--- src/rtl/cvxif_instr_pkg.sv ---
// rtl/cvxif_instr_pkg.sv - shared issue kinds and result record for the group issuer
package cvxif_instr_pkg;

    localparam int unsigned X_ID_WIDTH  = 4;
    localparam int unsigned X_RES_WIDTH = 32;

    typedef enum logic [1:0] {
        ISSUE_FILL = 2'd0,
        ISSUE_EXEC = 2'd1,
        ISSUE_PICK = 2'd2,
        ISSUE_RSVD = 2'd3
    } issue_kind_e;

    typedef struct packed {
        logic [X_ID_WIDTH-1:0]  id;
        logic [X_RES_WIDTH-1:0] data;
        logic                   err;
    } result_t;

endpackage

--- src/rtl/fifo_v3.sv ---
// rtl/fifo_v3.sv - registered-output FIFO, power-of-two depth, pointers wrap naturally
module fifo_v3 #(
    parameter int unsigned DATA_WIDTH = 32,
    parameter int unsigned DEPTH      = 4,
    parameter type         dtype      = logic [DATA_WIDTH-1:0]
) (
    input  logic                     clk_i,
    input  logic                     rst_ni,
    input  logic                     flush_i,
    output logic                     full_o,
    output logic                     empty_o,
    output logic [$clog2(DEPTH)-1:0] usage_o,
    input  dtype                     data_i,
    input  logic                     push_i,
    output dtype                     data_o,
    input  logic                     pop_i
);

    localparam int unsigned ADDR_W = $clog2(DEPTH);

    logic [ADDR_W-1:0] rd_ptr_q, rd_ptr_d, wr_ptr_q, wr_ptr_d;
    logic [ADDR_W:0]   cnt_q, cnt_d;
    dtype [DEPTH-1:0]  mem_q, mem_d;
    logic              do_push, do_pop;

    // usage_o reads zero when full; callers combine it with full_o
    assign full_o  = (cnt_q == (ADDR_W+1)'(DEPTH));
    assign empty_o = (cnt_q == '0);
    assign usage_o = cnt_q[ADDR_W-1:0];
    assign data_o  = mem_q[rd_ptr_q];
    assign do_push = push_i && !full_o;
    assign do_pop  = pop_i && !empty_o;

    always_comb begin
        mem_d    = mem_q;
        rd_ptr_d = rd_ptr_q;
        wr_ptr_d = wr_ptr_q;
        if (do_push) begin
            mem_d[wr_ptr_q] = data_i;
            wr_ptr_d        = wr_ptr_q + ADDR_W'(1);
        end
        if (do_pop) begin
            rd_ptr_d = rd_ptr_q + ADDR_W'(1);
        end
        cnt_d = cnt_q + (ADDR_W+1)'(do_push) - (ADDR_W+1)'(do_pop);
        if (flush_i) begin
            rd_ptr_d = '0;
            wr_ptr_d = '0;
            cnt_d    = '0;
        end
    end

    always_ff @(posedge clk_i or negedge rst_ni) begin
        if (!rst_ni) begin
            rd_ptr_q <= '0;
            wr_ptr_q <= '0;
            cnt_q    <= '0;
            mem_q    <= '0;
        end else begin
            rd_ptr_q <= rd_ptr_d;
            wr_ptr_q <= wr_ptr_d;
            cnt_q    <= cnt_d;
            mem_q    <= mem_d;
        end
    end

endmodule

--- src/rtl/group_issuer.sv ---
// rtl/group_issuer.sv - issues FILL/EXEC/PICK to the accelerator groups with credit-guarded result FIFO
module group_issuer
    import cvxif_instr_pkg::*;
#(
    parameter int unsigned NUM_GROUP = 4,
    parameter int unsigned RES_DEPTH = 4,
    parameter int unsigned IN_W      = 32,
    parameter int unsigned OUT_W     = 32,
    parameter int unsigned OPC_W     = 4,
    parameter int unsigned IN_IDX_W  = 3,
    parameter int unsigned OUT_IDX_W = 3,
    parameter int unsigned ID_W      = X_ID_WIDTH
) (
    input  logic                 clk_i,
    input  logic                 rst_ni,
    input  logic                 issue_valid_i,
    output logic                 issue_ready_o,
    input  logic [1:0]           issue_kind_i,
    input  logic [OPC_W-1:0]     issue_opcode_i,
    input  logic [ID_W-1:0]      issue_id_i,
    input  logic [IN_IDX_W-1:0]  issue_in_idx_i,
    input  logic [2*IN_W-1:0]    issue_in_data_i,
    input  logic [OUT_IDX_W-1:0] issue_out_idx_i,
    output logic                 grp_exec_o,
    output logic                 grp_in_vld_o,
    output logic                 grp_out_vld_o,
    output logic [OPC_W-1:0]     grp_opcode_o,
    output logic [ID_W-1:0]      grp_id_o,
    output logic [IN_IDX_W-1:0]  grp_in_idx_o,
    output logic [2*IN_W-1:0]    grp_in_data_o,
    output logic [OUT_IDX_W-1:0] grp_out_idx_o,
    input  logic                 grp_busy_i,
    input  logic                 grp_invalid_i,
    input  logic                 grp_done_i,
    input  logic [OUT_W-1:0]     grp_data_i,
    input  logic [ID_W-1:0]      grp_id_i,
    output logic                 res_valid_o,
    input  logic                 res_ready_i,
    output logic [ID_W-1:0]      res_id_o,
    output logic [OUT_W-1:0]     res_data_o,
    output logic                 res_err_o
);

    localparam int unsigned CNT_W = $clog2(RES_DEPTH) + 1;

    if (NUM_GROUP == 0 || RES_DEPTH < 2 || (RES_DEPTH & (RES_DEPTH - 1)) != 0 ||
        OUT_W != X_RES_WIDTH || ID_W != X_ID_WIDTH) begin : g_bad_cfg
        $error("group_issuer: unsupported parameter set");
    end

    logic             is_err, needs_credit, credit_ok, accept;
    logic             fill_acc, exec_acc, pick_acc;
    logic [CNT_W-1:0] outstanding_q, outstanding_d, occupancy;
    logic [CNT_W:0]   credits_used;
    logic             fifo_full, fifo_empty, push, pop;
    logic [CNT_W-2:0] fifo_usage;
    result_t          push_data, pop_data;

    // every EXEC in flight owns a FIFO slot, so a done can never find the FIFO full
    assign occupancy    = {fifo_full, fifo_usage};
    assign credits_used = {1'b0, occupancy} + {1'b0, outstanding_q};

    always_comb begin
        is_err        = grp_invalid_i || (issue_kind_i == ISSUE_RSVD);
        needs_credit  = is_err || (issue_kind_i != ISSUE_FILL);
        credit_ok     = !needs_credit || (credits_used < (CNT_W+1)'(RES_DEPTH));
        // an error result would collide with the done push, so it waits a cycle
        issue_ready_o = !grp_busy_i && credit_ok && !(is_err && grp_done_i);
        accept        = issue_valid_i && issue_ready_o;
        fill_acc      = accept && !is_err && (issue_kind_i == ISSUE_FILL);
        exec_acc      = accept && !is_err && (issue_kind_i == ISSUE_EXEC);
        pick_acc      = accept && !is_err && (issue_kind_i == ISSUE_PICK);
    end

    always_comb begin
        grp_in_vld_o  = fill_acc;
        grp_exec_o    = exec_acc;
        grp_out_vld_o = pick_acc;
        grp_opcode_o  = issue_opcode_i;
        grp_id_o      = issue_id_i;
        grp_in_idx_o  = issue_in_idx_i;
        grp_in_data_o = issue_in_data_i;
        grp_out_idx_o = issue_out_idx_i;
    end

    always_comb begin
        push      = 1'b0;
        push_data = '0;
        if (grp_done_i) begin
            push      = 1'b1;
            push_data = '{id: grp_id_i, data: grp_data_i, err: 1'b0};
        end else if (accept && is_err) begin
            push      = 1'b1;
            push_data = '{id: issue_id_i, data: '0, err: 1'b1};
        end else if (pick_acc) begin
            push      = 1'b1;
            push_data = '{id: issue_id_i, data: grp_data_i, err: 1'b0};
        end
    end

    assign outstanding_d = outstanding_q + CNT_W'(exec_acc) - CNT_W'(grp_done_i);

    always_ff @(posedge clk_i or negedge rst_ni) begin
        if (!rst_ni) begin
            outstanding_q <= '0;
        end else begin
            outstanding_q <= outstanding_d;
        end
    end

    assign pop = res_valid_o && res_ready_i;

    fifo_v3 #(
        .DEPTH (RES_DEPTH),
        .dtype (result_t)
    ) u_res_fifo (
        .clk_i   (clk_i),
        .rst_ni  (rst_ni),
        .flush_i (1'b0),
        .full_o  (fifo_full),
        .empty_o (fifo_empty),
        .usage_o (fifo_usage),
        .data_i  (push_data),
        .push_i  (push),
        .data_o  (pop_data),
        .pop_i   (pop)
    );

    assign res_valid_o = !fifo_empty;
    assign res_id_o    = pop_data.id;
    assign res_data_o  = pop_data.data;
    assign res_err_o   = pop_data.err;

    a_no_underflow: assert property (@(posedge clk_i) disable iff (!rst_ni)
        !(grp_done_i && (outstanding_q == '0)));
    a_single_push: assert property (@(posedge clk_i) disable iff (!rst_ni)
        !(grp_done_i && (pick_acc || (accept && is_err))));
    a_no_overflow: assert property (@(posedge clk_i) disable iff (!rst_ni)
        !(push && fifo_full));

endmodule

--- config.mk ---
export PLATFORM = sky130hd
export DESIGN_NAME = group_issuer
export DESIGN_NICKNAME = d
export VERILOG_FILES = /design/src/rtl/cvxif_instr_pkg.sv /design/src/rtl/fifo_v3.sv /design/src/rtl/group_issuer.sv
export SDC_FILE = /design/constraint.sdc
export NUM_CORES = 1
export LEC_CHECK = 0
export ABC_AREA = 1
export BUFFER_PORTS_ARGS = -buffer_cell sky130_fd_sc_hd__buf_2
export CAP_MARGIN = 20
export CORE_ASPECT_RATIO = 0.5
export CORE_MARGIN = 10
export CORE_UTILIZATION = 52
export DETAILED_ROUTE_END_ITERATION = 12
export PLACE_DENSITY = 0.84
export SYNTH_ARGS = -nofsm -noshare
export SYNTH_HDL_FRONTEND = slang
export SYNTH_SLANG_ARGS = --single-unit
--- constraint.sdc ---
create_clock -name clk_i -period 3.27 [get_ports clk_i]
set_input_delay 0.654 -clock clk_i [delete_from_list [all_inputs] [get_ports clk_i]]
set_output_delay 0.654 -clock clk_i [all_outputs]
set_load 0.01 [all_outputs]
======== After elaboration in Yosys (flattened, before gate mapping) ========
Cells that the tools add are included.
W data, S select, Z words.
word-level totals
  register bits after elaboration ......... 158
  output and inout bits ................... 120
  word-level logic and storage cells ...... 67
operators by class
  add/sub/neg operators ................... 7
  reduce and logical (&&, ||, !) cells .... 25
  order comparisons ....................... 4
  equal/unequal tests ..................... 4
  multiplexer cells ....................... 11
operator list
  cell                   count
  $mux W37               5
  $bwmux W148            1
  $bmux W37 S2           1
  $demux W37 S2          1
  $logic_and A1 B1 Y1    13
  $add A3 B1 Y3          2
  $logic_not A1 Y1       6
  $lt A2 B3 Y1 const B   2
  $sub A3 B1 Y3          2
  $add A2 B1 Y2 const B  2
  $add A3 B3 Y4          1
  $eq A2 B2 Y1 const B   2
  $lt A4 B3 Y1 const B   1
  $eq A3 B3 Y1 const B   1
  $logic_not A3 Y1       1
  $logic_or A1 B1 Y1     3
  $mux W1                3
  $eq A2 B1 Y1 const B   1
  $ge A2 B1 Y1 const B   1
  $logic_not A2 Y1       1
  $reduce_bool A2 Y1     1

======== Longest topological paths before layout ========
  word-level depth ........................ 16
  depth in mapped cells ................... 14

======== Hierarchy ========
Synthesis repeated with hierarchy kept, for this count alone.
second synthesis, totals
  cells, all modules ...................... 1,137
  area total of the unflattened synthesis .. 8,933.6 sq um
modules (own cells, without submodules)
  module        area each (sq um)  seq. area each (sq um)  times used  cells an instance
  fifo_v3       7,554.7            3,878.7                 1           924
  group_issuer  1,378.8            75.1                    1           213

======== Worst setup path after synthesis ========
Ideal clock, no wire load.
  kind .................................... reg2reg
  start point ............................. register u_res_fifo.cnt_q[1]
  end point ............................... register outstanding_q[1]
  path buffers ............................ 0
  library setup time ...................... 0.135 ns
  clock period less this slack ............ 2.610 ns
  data arrival time ....................... 2.474 ns
  stages on the path, launching flop included .. 14
  setup slack ............................. 0.660 ns
  path through ............................ dfrtp_1 -> inv_2 -> nand2_1 -> nor2_2 -> ha_1 -> inv_1 -> nand3_1 -> nand2_2 -> nand2_4 -> nor2_8 -> inv_1 -> nor3b_1 -> ha_1 -> fa_1
between the ends
  longest elaborated chain between the ends .. 11
ends and longest elaborated chain
  element                             line                 source
  from (decl)                         fifo_v3.sv:22        logic [ADDR_W:0] cnt_q, cnt_d;
  from (signal assigned)              fifo_v3.sv:62        cnt_q <= cnt_d;
  $eq A3 B3 Y1                        fifo_v3.sv:27        assign full_o = (cnt_q == (ADDR_W+1)'(DEPTH));
  $add A3 B3 Y4 *                     group_issuer.sv:61   assign credits_used = {1'b0, occupancy} + {1'b0, outstanding_q};
  $lt A4 B3 Y1 *                      group_issuer.sv:66   credit_ok = !needs_credit || (credits_used < (CNT_W+1)'(RES_DEPTH));
  $logic_or A1 B1 Y1 *                group_issuer.sv:66
  $logic_and A1 B1 Y1 * (2 in a row)  group_issuer.sv:68   issue_ready_o = !grp_busy_i && credit_ok && !(is_err && grp_done_i);
  $logic_and A1 B1 Y1 *               group_issuer.sv:69   accept = issue_valid_i && issue_ready_o;
  $logic_and A1 B1 Y1 * (2 in a row)  group_issuer.sv:71   exec_acc = accept && !is_err && (issue_kind_i == ISSUE_EXEC);
  via grp_exec_o                      group_issuer.sv:24   output logic grp_exec_o,
  $add A3 B1 Y3 *                     group_issuer.sv:101  assign outstanding_d = outstanding_q + CNT_W'(exec_acc) - CNT_W'(grp_done_i);
  $sub A3 B1 Y3 *                     group_issuer.sv:101
  via outstanding_d[1]                group_issuer.sv:53   logic [CNT_W-1:0] outstanding_q, outstanding_d, occupancy;
  to (signal assigned)                group_issuer.sv:107  outstanding_q <= outstanding_d;
  to (decl)                           group_issuer.sv:53
Mark *: on every way through the listed nets, which the timed path passes. The rest lies on a longest branch.
A chain may end at the register's enable or synchronous reset.

======== Final worst setup path ========
  start point ............................. register u_res_fifo.cnt_q[1]
  end point ............................... output port grp_exec_o
between the ends
  longest elaborated chain between the ends .. 9
ends and longest elaborated chain
  element                             line
  $eq A3 B3 Y1                        fifo_v3.sv:27
  $add A3 B3 Y4 *                     group_issuer.sv:61
  $lt A4 B3 Y1 *                      group_issuer.sv:66
  $logic_or A1 B1 Y1 *                group_issuer.sv:66
  $logic_and A1 B1 Y1 * (2 in a row)  group_issuer.sv:68
  $logic_and A1 B1 Y1 *               group_issuer.sv:69
  $logic_and A1 B1 Y1 * (2 in a row)  group_issuer.sv:71
  to (decl)                           group_issuer.sv:24
Mark *: on every way between the ends. The rest lies on a longest branch, timed or not.

==> flow_summary.yaml <==
final_layout:
  insertedDiodeCount: 0
  fillers: 1207
  layout-drive-gt1-share_pct: 20.9
  nNetsFinal: 1045
  syn_to_final_growth_pct: 8.37
  design_area_um2: 8760
  final-instance-count-excl-fill: 1127
sta:
  finalHoldViolations: 0
  max_clock_freq_mhz: 325
  finalCritPeriodShare_pct: 94.1
  tightest_slew_ps: 871
  fin_worst_skew_ps: 11.8
  finalSetupTns_ps: 0
  setup_viol: 0
  timing.final.crit_period_ps: 3080
  rsz0062_at_grt: "false"
  slew_headroom_pct: 41.9
  hold_ws_ps: 306
  slew_violations: 0
detailed_routing:
  ant_nets: 0
  routed_wl_mm: 21.0
  drt-pass1-iter-count: 5
  vias: 6359
  viasPerCell: 5.64
  drt-initial-drc-count: 734
  drc: 0
  wl_per_cell_um: 18.6
place:
  port_buffers: 94
  hpwl_mm: 13.9
  gp_congestion: 0.803
  dp_cells: 1095
  dpl_cell_area_um2: 8110
yosys:
  synth.avg_cell_area_um2: 8.81
  ys_seq_elements: 158
  yosysWarnings: 0
  synth_area_um2: 8080
  syn_nets: 1052
  synth-seq-area-share_pct: 48.9
  netlist_instances: 917
  synth.distinct_cells: 30
worst_setup_path:
  critPathKind: "reg -> out"
  path_common_cell: "inv_1"
  critPathLaunchType: "flop"
  cp_max_fo: 7
  critPathMaxStageDelay_ps: 400
  crit_arrival_ps: 2420
  worstPathCellList: "inv_2 -> nand2_1 -> nor2_2 -> ha_1 -> inv_1 -> nand3_1 -> nand2_2 -> nand2_4 -> nor2_8 -> inv_1 -> nor3b_2 -> buf_2"
  crit_slowest_cell: "dfrtp_1"
  critPathCaptureType: "output port"
  ff2ff_path_depth: 13
  worstPathRequired_ps: 2620
global_route:
  grt_max_degree: 95
  antenna_found_initial: 0
  grt_pass1_vias: 6180
  track_usage_pct: 19.1
  grt.overflow.total: 0
  grt_pass1_wl_mm: 32.8
pwr:
  swShare_pct: 40.4
  clockPowerShare_pct: 23.3
  internal_power_uw: 5490
  leakage_uw: 0.00428
  powerDensity_nw_per_um2: 1050
  power_frac_comb_pct: 41.4
  max-vdd-ir-drop_mv: 0.448
  p_total_uw: 9210
  p_seq_share_pct: 35.3
  power_switching_uw: 3720
floorplanning:
  core_area_um2: 15300
  die_x_um: 196
  pin_count: 243
  placementRows: 32
  start_util_pct: 52.7
  die_y_um: 108
  dieArea_um2: 21200
cts:
  clock_path_buffers: 2
  cts_tree: "built"
  cts.sinks: 158
  clockRootBuffer: "clkbuf_16"
  clk_pin_slew_ps: 60
  htreeDepth: 4
  worstSkewPairLatency_ps: 420
  numCtsBuffers: 17
min_path:
  hold_path_class: "in -> async"
outcome:
  status: "completed"
flow_run:
  maxCapViolations: 0
Yosys cell counts:
cell type	n	share of area (%)
nand3_1	23	1.4
buf_6	1	0.14
nand4_4	1	0.26
nand3_2	4	0.50
buf_4	79	7.3
a21oi_4	2	0.40
nand2_8	1	0.25
and2_1	1	0.077
o22ai_1	37	2.9
nand2_4	33	4.6
buf_2	25	1.5
nand2_1	184	8.5
dfrtp_1	158	49
inv_1	22	1.0
xor2_1	4	0.43
nor2_1	81	3.8
o21ai_1	142	8.8
o21ai_0	65	4.0
buf_12	3	0.74
nand2_2	2	0.15
inv_4	1	0.077
nor2_2	1	0.077
xnor2_1	2	0.22
nor3_1	1	0.062
inv_2	3	0.14
clkbuf_1	27	1.3
ha_1	10	1.5
nor2_8	1	0.25
fa_1	2	0.50
nor3b_1	1	0.093
kinds of logic after synthesis:
kind of cell	Yosys count	synth area share [%]
buf+inv	161	12.3
fa+ha+maj	12	2.04
simple gates	334	20.0
flops	158	48.9
xor+xnor	6	0.650
compound gates	246	16.1
flip-flops by register name, indices dropped and copies added, names as in the netlist:
signal,count
u_res_fifo.mem_q,148
u_res_fifo.wr_ptr_q,2
u_res_fifo.cnt_q,3
u_res_fifo.rd_ptr_q,2
outstanding_q,3
stage by stage:
step | util (%) | setup slack (ps)
CTS | 57.1 | 89.9
global placement | 52.9 | 668
global route | 57.1 | 9.38
detailed placement | 52.9 | 543
floorplan | - | 660
finish | 57.1 | 193
timing repair:
action                                  in CTS  in global routing
setup buffers                                0                  0
hold buffers                                 0                  0
resized for setup                            0                  1
endpoints found under the setup margin       0                  1
endpoints found under the hold margin        0                  0
final cells by class:
cell class,instances,area (µm²),share of cell area (%)
clock buffer,18,439,5.01
clock inverter,14,203,2.31
inverter,26,100,1.14
multi-input combinational,598,3140,35.9
sequential,158,3960,45.2
tap,204,255,2.91
timing repair buffer,109,664,7.58
layer usage:
layer	routed length, µm	part of all wire [%]	GRT usage (%)
met1	7650	36	21.3
met2	11200	53	34.6
met3	1770	8.4	5.10
met4	407	1.9	7.37
met5	0	0	0
power groups by stage:
stage / registers, µW / logic, µW / clock network, µW
final: 3250 / 3810 / 2140
after global routing: 3330 / 4270 / 2230
after CTS: 3230 / 3840 / 2160
after detailed placement: 3240 / 3790 / 0
after global placement: 3200 / 3670 / 0
after floorplan: 3080 / 2710 / 0
critical path, delay by kind of cell (launching register included):
family / cells / cell delay [ps]
adder cells (fa/ha/maj): 1 / 280
buffers and inverters: 4 / 420
AND/OR/NAND/NOR: 7 / 920
flip-flops: 1 / 400
final timing paths:
check | from | endpoint | slack (ps)
setup / recovery | u_res_fifo.cnt_q[1] | grp_exec_o | 190
hold / removal | rst_ni | outstanding_q[0] | 310
setup reg to reg | u_res_fifo.cnt_q[1] | u_res_fifo.mem_q[113] | 620
hold reg to reg | u_res_fifo.mem_q[108] | u_res_fifo.mem_q[108] | 480
max in group asynchronous | rst_ni | u_res_fifo.mem_q[18] | 2180
min in group clk_i | u_res_fifo.mem_q[108] | u_res_fifo.mem_q[108] | 480
cell usage in the layout, fill, tap and decap left out:
| cell | instances |
|---|---|
| o21ai_0 | 65 |
| nor2_8 | 1 |
| clkinv_2 | 1 |
| clkbuf_8 | 1 |
| inv_6 | 6 |
| buf_12 | 6 |
| nand2_8 | 1 |
| nand3_1 | 23 |
| nor2_1 | 81 |
| nor3_1 | 1 |
| xor2_1 | 4 |
| inv_2 | 4 |
| inv_1 | 21 |
| o22ai_1 | 37 |
| xnor2_1 | 2 |
| nor2_2 | 1 |
| fa_1 | 2 |
| inv_4 | 1 |
| buf_2 | 93 |
| buf_4 | 9 |
| nor3b_2 | 1 |
| dfrtp_2 | 1 |
| nand2_4 | 33 |
| ha_1 | 10 |
| clkinvlp_4 | 1 |
| bufinv_16 | 4 |
| clkinv_4 | 2 |
| o21ai_1 | 142 |
| dfrtp_1 | 157 |
| nand4_4 | 1 |
| nand2_2 | 2 |
| nand3_2 | 4 |
| buf_6 | 1 |
| nand2_1 | 184 |
| a21oi_4 | 2 |
| clkbuf_16 | 17 |
| and2_1 | 1 |
(Power assumes the default switching activity.)
